**src/rtl/display_capture.sv**
```systemverilog
`default_nettype none
// ============================================================================
// Module      : display_capture
// Description : Snoops a multiplexed 4-digit 7-segment display bus and
//               recovers the hex value shown on each digit. Inputs are
//               registered once, then a settle/hold FSM waits for a stable
//               strobe+pattern before decoding and capturing the digit.
// Ports       : clk        - sole clock, rising edge
//               rst_n      - asynchronous active-low reset
//               sel_n[3:0] - digit strobes, active-low (bit0 = digit 1)
//               seg_n[6:0] - segment pattern, active-low (bit0 = a .. bit6 = g)
//               digit1..4  - last captured hex value per position
//               valid[3:0] - bit k set once digit k+1 captured since reset
//               frame_done - 1-cycle pulse when all four positions captured
//               err        - 1-cycle pulse on collision or undecodable glyph
//               err_count  - saturating error counter (only when the macro
//                            DISPLAY_CAPTURE_ERRCNT_EN is defined)
// Revision    : 1.0 - initial release
// ============================================================================
module display_capture #(
  parameter int SETTLE_CYCLES = 2
) (
  input  logic       clk,
  input  logic       rst_n,
  input  logic [3:0] sel_n,
  input  logic [6:0] seg_n,
  output logic [3:0] digit1,
  output logic [3:0] digit2,
  output logic [3:0] digit3,
  output logic [3:0] digit4,
  output logic [3:0] valid,
  output logic       frame_done,
  output logic       err
`ifdef DISPLAY_CAPTURE_ERRCNT_EN
  ,
  output logic [7:0] err_count
`endif
);

  localparam logic [3:0] c_SETTLE_CNT = SETTLE_CYCLES[3:0];

  typedef enum logic [1:0] {
    ST_IDLE   = 2'd0,
    ST_SETTLE = 2'd1,
    ST_HOLD   = 2'd2
  } state_t;

  // Sample stage
  logic [3:0] r_sel;
  logic [6:0] r_seg;

  // FSM and capture state
  state_t     r_state;
  logic [3:0] r_count;
  logic [3:0] r_ref_sel;
  logic [6:0] r_ref_seg;
  logic       r_coll;
  logic [3:0] r_digit [4];
  logic [3:0] r_valid;
  logic [3:0] r_mask;
  logic       r_frame_done;
  logic       r_err;

  logic [3:0] w_sel_lo;
  logic [6:0] w_seg_on;
  logic       w_one_low;
  logic       w_blank;
  logic       w_coll;
  logic       w_coll_err;
  logic       w_same;
  logic       w_enter;
  logic       w_capture;
  logic       w_dec_hit;
  logic [3:0] w_dec_val;
  logic [1:0] w_pos;
  logic       w_err_next;

  always_ff @(posedge clk or negedge rst_n) begin
    if (!rst_n) begin
      r_sel <= 4'hF;
      r_seg <= 7'h7F;
    end else begin
      r_sel <= sel_n;
      r_seg <= seg_n;
    end
  end

  assign w_sel_lo  = ~r_sel;
  assign w_seg_on  = ~r_seg;
  // Exactly one strobe low: non-zero and a power of two.
  assign w_one_low = (w_sel_lo != 4'd0) && ((w_sel_lo & (w_sel_lo - 4'd1)) == 4'd0);
  assign w_blank   = (r_sel == 4'hF);
  assign w_coll    = !w_one_low && !w_blank;
  // Error only on the first sample of a collision run.
  assign w_coll_err = w_coll && !r_coll;
  assign w_same    = (r_sel == r_ref_sel) && (r_seg == r_ref_seg);
  // IDLE always re-evaluates; SETTLE/HOLD re-evaluate on any change.
  assign w_enter   = (r_state == ST_IDLE) || !w_same;
  assign w_capture = (r_state == ST_SETTLE) && w_same && (r_count == c_SETTLE_CNT);
  assign w_err_next = w_coll_err || (w_capture && !w_dec_hit);

  always_comb begin
    w_dec_hit = 1'b1;
    w_dec_val = 4'h0;
    case (w_seg_on)
      7'h3F: w_dec_val = 4'h0;
      7'h06: w_dec_val = 4'h1;
      7'h5B: w_dec_val = 4'h2;
      7'h4F: w_dec_val = 4'h3;
      7'h66: w_dec_val = 4'h4;
      7'h6D: w_dec_val = 4'h5;
      7'h7D: w_dec_val = 4'h6;
      7'h07: w_dec_val = 4'h7;
      7'h7F: w_dec_val = 4'h8;
      7'h6F: w_dec_val = 4'h9;
      7'h77: w_dec_val = 4'hA;
      7'h7C: w_dec_val = 4'hB;
      7'h39: w_dec_val = 4'hC;
      7'h5E: w_dec_val = 4'hD;
      7'h79: w_dec_val = 4'hE;
      7'h71: w_dec_val = 4'hF;
      default: w_dec_hit = 1'b0;
    endcase
  end

  always_comb begin
    w_pos = 2'd0;
    case (w_sel_lo)
      4'b0010: w_pos = 2'd1;
      4'b0100: w_pos = 2'd2;
      4'b1000: w_pos = 2'd3;
      default: w_pos = 2'd0;
    endcase
  end

  always_ff @(posedge clk or negedge rst_n) begin
    if (!rst_n) begin
      r_state      <= ST_IDLE;
      r_count      <= 4'd0;
      r_ref_sel    <= 4'hF;
      r_ref_seg    <= 7'h7F;
      r_coll       <= 1'b0;
      for (int i = 0; i < 4; i++) begin
        r_digit[i] <= 4'h0;
      end
      r_valid      <= 4'h0;
      r_mask       <= 4'h0;
      r_frame_done <= 1'b0;
      r_err        <= 1'b0;
    end else begin
      r_frame_done <= 1'b0;
      r_err        <= w_err_next;
      r_coll       <= w_coll;
      if (w_enter) begin
        r_ref_sel <= r_sel;
        r_ref_seg <= r_seg;
        if (w_one_low) begin
          r_state <= ST_SETTLE;
          r_count <= 4'd1;
        end else begin
          r_state <= ST_IDLE;
          r_count <= 4'd0;
        end
      end else if (r_state == ST_SETTLE) begin
        if (w_capture) begin
          // Undecodable glyphs still park in HOLD so the error fires once.
          r_state <= ST_HOLD;
          if (w_dec_hit) begin
            r_digit[w_pos] <= w_dec_val;
            r_valid[w_pos] <= 1'b1;
            if ((r_mask | w_sel_lo) == 4'hF) begin
              r_mask       <= 4'h0;
              r_frame_done <= 1'b1;
            end else begin
              r_mask <= r_mask | w_sel_lo;
            end
          end
        end else begin
          r_count <= r_count + 4'd1;
        end
      end
    end
  end

  assign digit1     = r_digit[0];
  assign digit2     = r_digit[1];
  assign digit3     = r_digit[2];
  assign digit4     = r_digit[3];
  assign valid      = r_valid;
  assign frame_done = r_frame_done;
  assign err        = r_err;

`ifdef DISPLAY_CAPTURE_ERRCNT_EN
  logic [7:0] r_err_count;

  // Counts in step with the err pulse so both appear on the same edge.
  always_ff @(posedge clk or negedge rst_n) begin
    if (!rst_n) begin
      r_err_count <= 8'd0;
    end else if (w_err_next && (r_err_count != 8'hFF)) begin
      r_err_count <= r_err_count + 8'd1;
    end
  end

  assign err_count = r_err_count;
`endif

endmodule
`default_nettype wire
```
**config.mk**
```make
export PLATFORM = sky130hd
export DESIGN_NAME = display_capture
export DESIGN_NICKNAME = d
export VERILOG_FILES = /design/src/rtl/display_capture.sv
export SDC_FILE = /design/constraint.sdc
export NUM_CORES = 1
export LEC_CHECK = 0
export CORE_UTILIZATION = 56
export DETAILED_ROUTE_END_ITERATION = 7
export PLACE_DENSITY = 0.77
export SKIP_LAST_GASP = 1
export SLEW_MARGIN = 20
export SYNTH_ARGS = -nofsm -noshare
export SYNTH_HDL_FRONTEND = slang
export SYNTH_SLANG_ARGS = --single-unit
```
**constraint.sdc**
```tcl
create_clock -name clk -period 7.5 [get_ports clk]
set_input_delay 0.75 -clock clk [delete_from_list [all_inputs] [get_ports clk]]
set_output_delay 0.75 -clock clk [all_outputs]
set_load 0.005 [all_outputs]
```
==> impl_metrics.py <==
metrics = {
    "run_status": {
        "outcome": "complete, but fails checks",
        "violations": "DRC",
    },
    "worst_setup_path": {
        "worst-path-max-fanout": 12,
        "critical_path_at_ps": 3160,
        "timing.critical_path.to_type": "flop",
        "worst-setup-path-type": "reg -> reg",
        "cp-start-kind": "flop",
        "cp_data_required_time_ps": 7700,
        "rrSetupSlack_ps": 4540,
    },
    "clock_network": {
        "clock_sink_count": 55,
        "clockBufferDepth": 2,
        "postCtsSetupRepairBufs": 0,
        "cts_buffers": 5,
        "clockRootBuffer": "clkbuf_8",
        "cts_tree": "done",
        "clock_transition_at_the_register_clock_pins_on_the_worst_setup_and_hold_paths_after_cts_ps": 100,
        "hold_buffers": 0,
        "post_cts_resize_count": 0,
        "clkLatencyLatePin_ps": 310,
        "ctsHtreeMaxLevel": 2,
    },
    "synth": {
        "net_count_after_synthesis": 252,
        "netlist-cell-type-count": 56,
        "synth-adder-area-share_pct": 1.30,
        "synth_enable_flop_cells": 0,
        "synthSimpleGateAreaFrac_pct": 17.3,
        "synth-main-ff-cell": "dfrtp_1",
        "synth.ff_latch_count": 55,
        "parity_gate_share_of_the_synthesized_area_counting_xor_and_xnor_cells_pct": 4.56,
        "dominant_combinational_cell_family_by_area_after_synthesis": "simple AND/OR/NAND/NOR gates",
        "synth.area.mux_share_pct": 6.60,
        "synth.top_cells.by_area": "dfrtp_1, dfstp_2, mux2_2",
        "syn_avg_cell_area_um2": 11.4,
        "synth_sequential_area_ratio_pct": 52.2,
        "synth_area_leader_cell": "dfrtp_1",
        "yosys_warning_total": 0,
        "synth_compound_area_share_pct": 13.6,
        "netlist_area_mm2": 0.00269,
        "synth_async_sr_flop_share_pct": 100,
        "synth_largest_type_area_fraction_pct": 30.7,
        "netlist_instances": 237,
    },
    "global_route": {
        "first_global_vias": 1844,
        "groute.usage.overall_pct": 22.1,
        "grt.overflow.total": 0,
        "grt_max_degree": 56,
        "grt_pass1_wl_um": 8760,
        "grt_antenna_before_repair": 0,
    },
    "floorplan": {
        "coreArea_mm2": 0.00447,
        "initial_utilization_pct": 60.1,
        "floorplan.rows": 24,
        "pin_count": 35,
        "die_h_um": 71.3,
        "floorplan.die_area_mm2": 0.00509,
        "die_w_um": 71.3,
    },
    "final_layout": {
        "final_cell_count_no_fill": 305,
        "layout-area-overhead-vs-synth_pct": 14.6,
        "share_of_post_route_cells_with_drive_strength_above_1_pct": 21.7,
        "insertedDiodeCount": 0,
        "num-nets-final": 267,
    },
    "sta": {
        "relSlewSlack_pct": 39.6,
        "grt_setup_unrepaired": "false",
        "timing.clock.skew_ps": 6.91,
        "worst-slew-pin-transition_ps": 898,
        "setup-tns-final_ps": 0,
        "fin_crit_sh_pct": 39.4,
        "report.final.hold_viol_count": 0,
        "setup-violations-final": 0,
        "fin_crit_ps": 2960,
        "clock.fmax_ghz": 0.338,
        "final_max_slew_violation_count": 0,
    },
    "placement": {
        "dp_hpwl_um": 3450,
        "buffer_ports.inserted": 34,
        "placed_cells_incl_taps": 297,
        "place_congestion": 0.877,
    },
    "route": {
        "routed_wire_length_per_instance_um": 16.2,
        "avgViaCountPerCell": 5.93,
        "drt_first_pass_iters": 6,
        "vias": 1810,
        "dr.first_iter.drc_count": 135,
        "routed_wirelength_um": 4940,
        "ant_nets": 0,
        "drc": 2,
    },
    "power": {
        "power.density_cell_area_mw_per_mm2": 170,
        "peakVddDrop_v": 0.000126,
        "p_leak_nw": 1.26,
    },
    "hold_path": {
        "min-delay-path-class": "reg -> reg",
    },
    "job": {
        "maxCapViolCount": 0,
    },
}
Yosys cell counts, drive strengths merged (2+ instances only):
cell type and instances:
nor2 10, nor3 4, nand2b 6, mux2 14, nor3b 4, o21ba 4
or4 3, dfstp 22, nand3b 3, o31ai 3, dfrtp 33, buf 3
xor2 8, mux2i 2, nand2 4, a311oi 8, nand3 3, xnor2 6
or2 6, o21ai 6, nand4b 3, nand4 5, a32o 3, inv 4
nor2b 6, and3b 2, clkbuf 24, a21oi 7, nor4 7, or3 2
ha 2, and4 2
metal layers:
layer / track usage [%] / vias up / share of wire (%)
met3: 4.92 / 9 / 4.3
li1: - / 885 / -
met5: 0 / - / 0
met2: 35.0 / 40 / 48
met1: 30.8 / 876 / 46
met4: 6.44 / 0 / 1.4
worst max-delay path, cell delays in order, from the launching register on:
cell and delay, ps:
dfstp_2 680, xor2_1 130, or4_4 580, or4_1 690, a311oi_4 420, mux2_1 350
metrics by stage:
step           total power [mW]  instance area, µm²  hold WS, ps  utilization [%]  worst slack, ps
6_report                  0.524                3080          454             68.9             4540
5_1_grt                   0.546                3080          458             68.9             4400
4_1_cts                   0.531                3080          453             68.9             4550
3_5_place_dp              0.371                2990          439             66.9             4550
3_3_place_gp              0.369                2990          435             66.9             4610
2_1_floorplan             0.353                2690          454                -             4810
power by group:
part           switching (mW)  total, mW  internal, mW
combinational          0.0209     0.0410        0.0201
sequential             0.0145      0.324         0.310
clock                  0.0942      0.159        0.0652
total                   0.130      0.524         0.395
logic make-up after synthesis:
kind of cell,count (synthesis)
xor gates and xnor gates,14
and+or+nand+nor,74
adders and majority gates,3
buffers and inverters,31
AOI/OAI and AO/OA,44
muxes,16
DFF,55
cell type report:
class	instances	area (µm²)
Clock buffer	5	68.8
Timing Repair Buffer	35	343
Multi-Input combinational cell	151	1170
Tap cell	52	65.1
Inverter	4	15.0
Sequential cell	55	1400
Clock inverter	3	20.0
Fill cell	337	1390
sequential cells by signal, summed over array words and instances, names as in the netlist:
register,flops
valid,4
r_mask,4
r_state,2
digit3,4
frame_done,1
digit1,4
err,1
digit2,4
r_ref_sel,4
r_seg,7
digit4,4
r_count,4
r_ref_seg,7
r_coll,1
r_sel,4
cells in the final DEF (no fill, tap or decap), types with 5 or more instances in the layout:
cell / count
nor2_1: 10
nor4_1: 7
mux2_2: 11
nand2b_1: 6
nand4_1: 5
xnor2_1: 6
clkdlybuf4s50_1: 33
a21oi_1: 7
xor2_1: 8
a311oi_1: 6
nor2b_1: 6
o21ai_0: 6
dfstp_2: 22
clkbuf_8: 5
dfrtp_1: 33
path summary, 6_finish.rpt:
check                                      endpoint  cells past startpoint               start
setup / recovery              digit2[3]$_DFFE_PN0P_                      5  r_sel[3]$_DFF_PN1_
hold reg to reg            r_ref_sel[1]$_DFFE_PN1N_                      0  r_sel[1]$_DFF_PN1_
setup reg to reg              digit2[3]$_DFFE_PN0P_                      5  r_sel[3]$_DFF_PN1_
max in group asynchronous     digit1[2]$_DFFE_PN0P_                      2               rst_n
min in group asynchronous    r_count[2]$_DFFE_PN0P_                      2               rst_n
hold / removal             r_ref_sel[1]$_DFFE_PN1N_                      0  r_sel[1]$_DFF_PN1_
(Power assumes the default switching activity.)
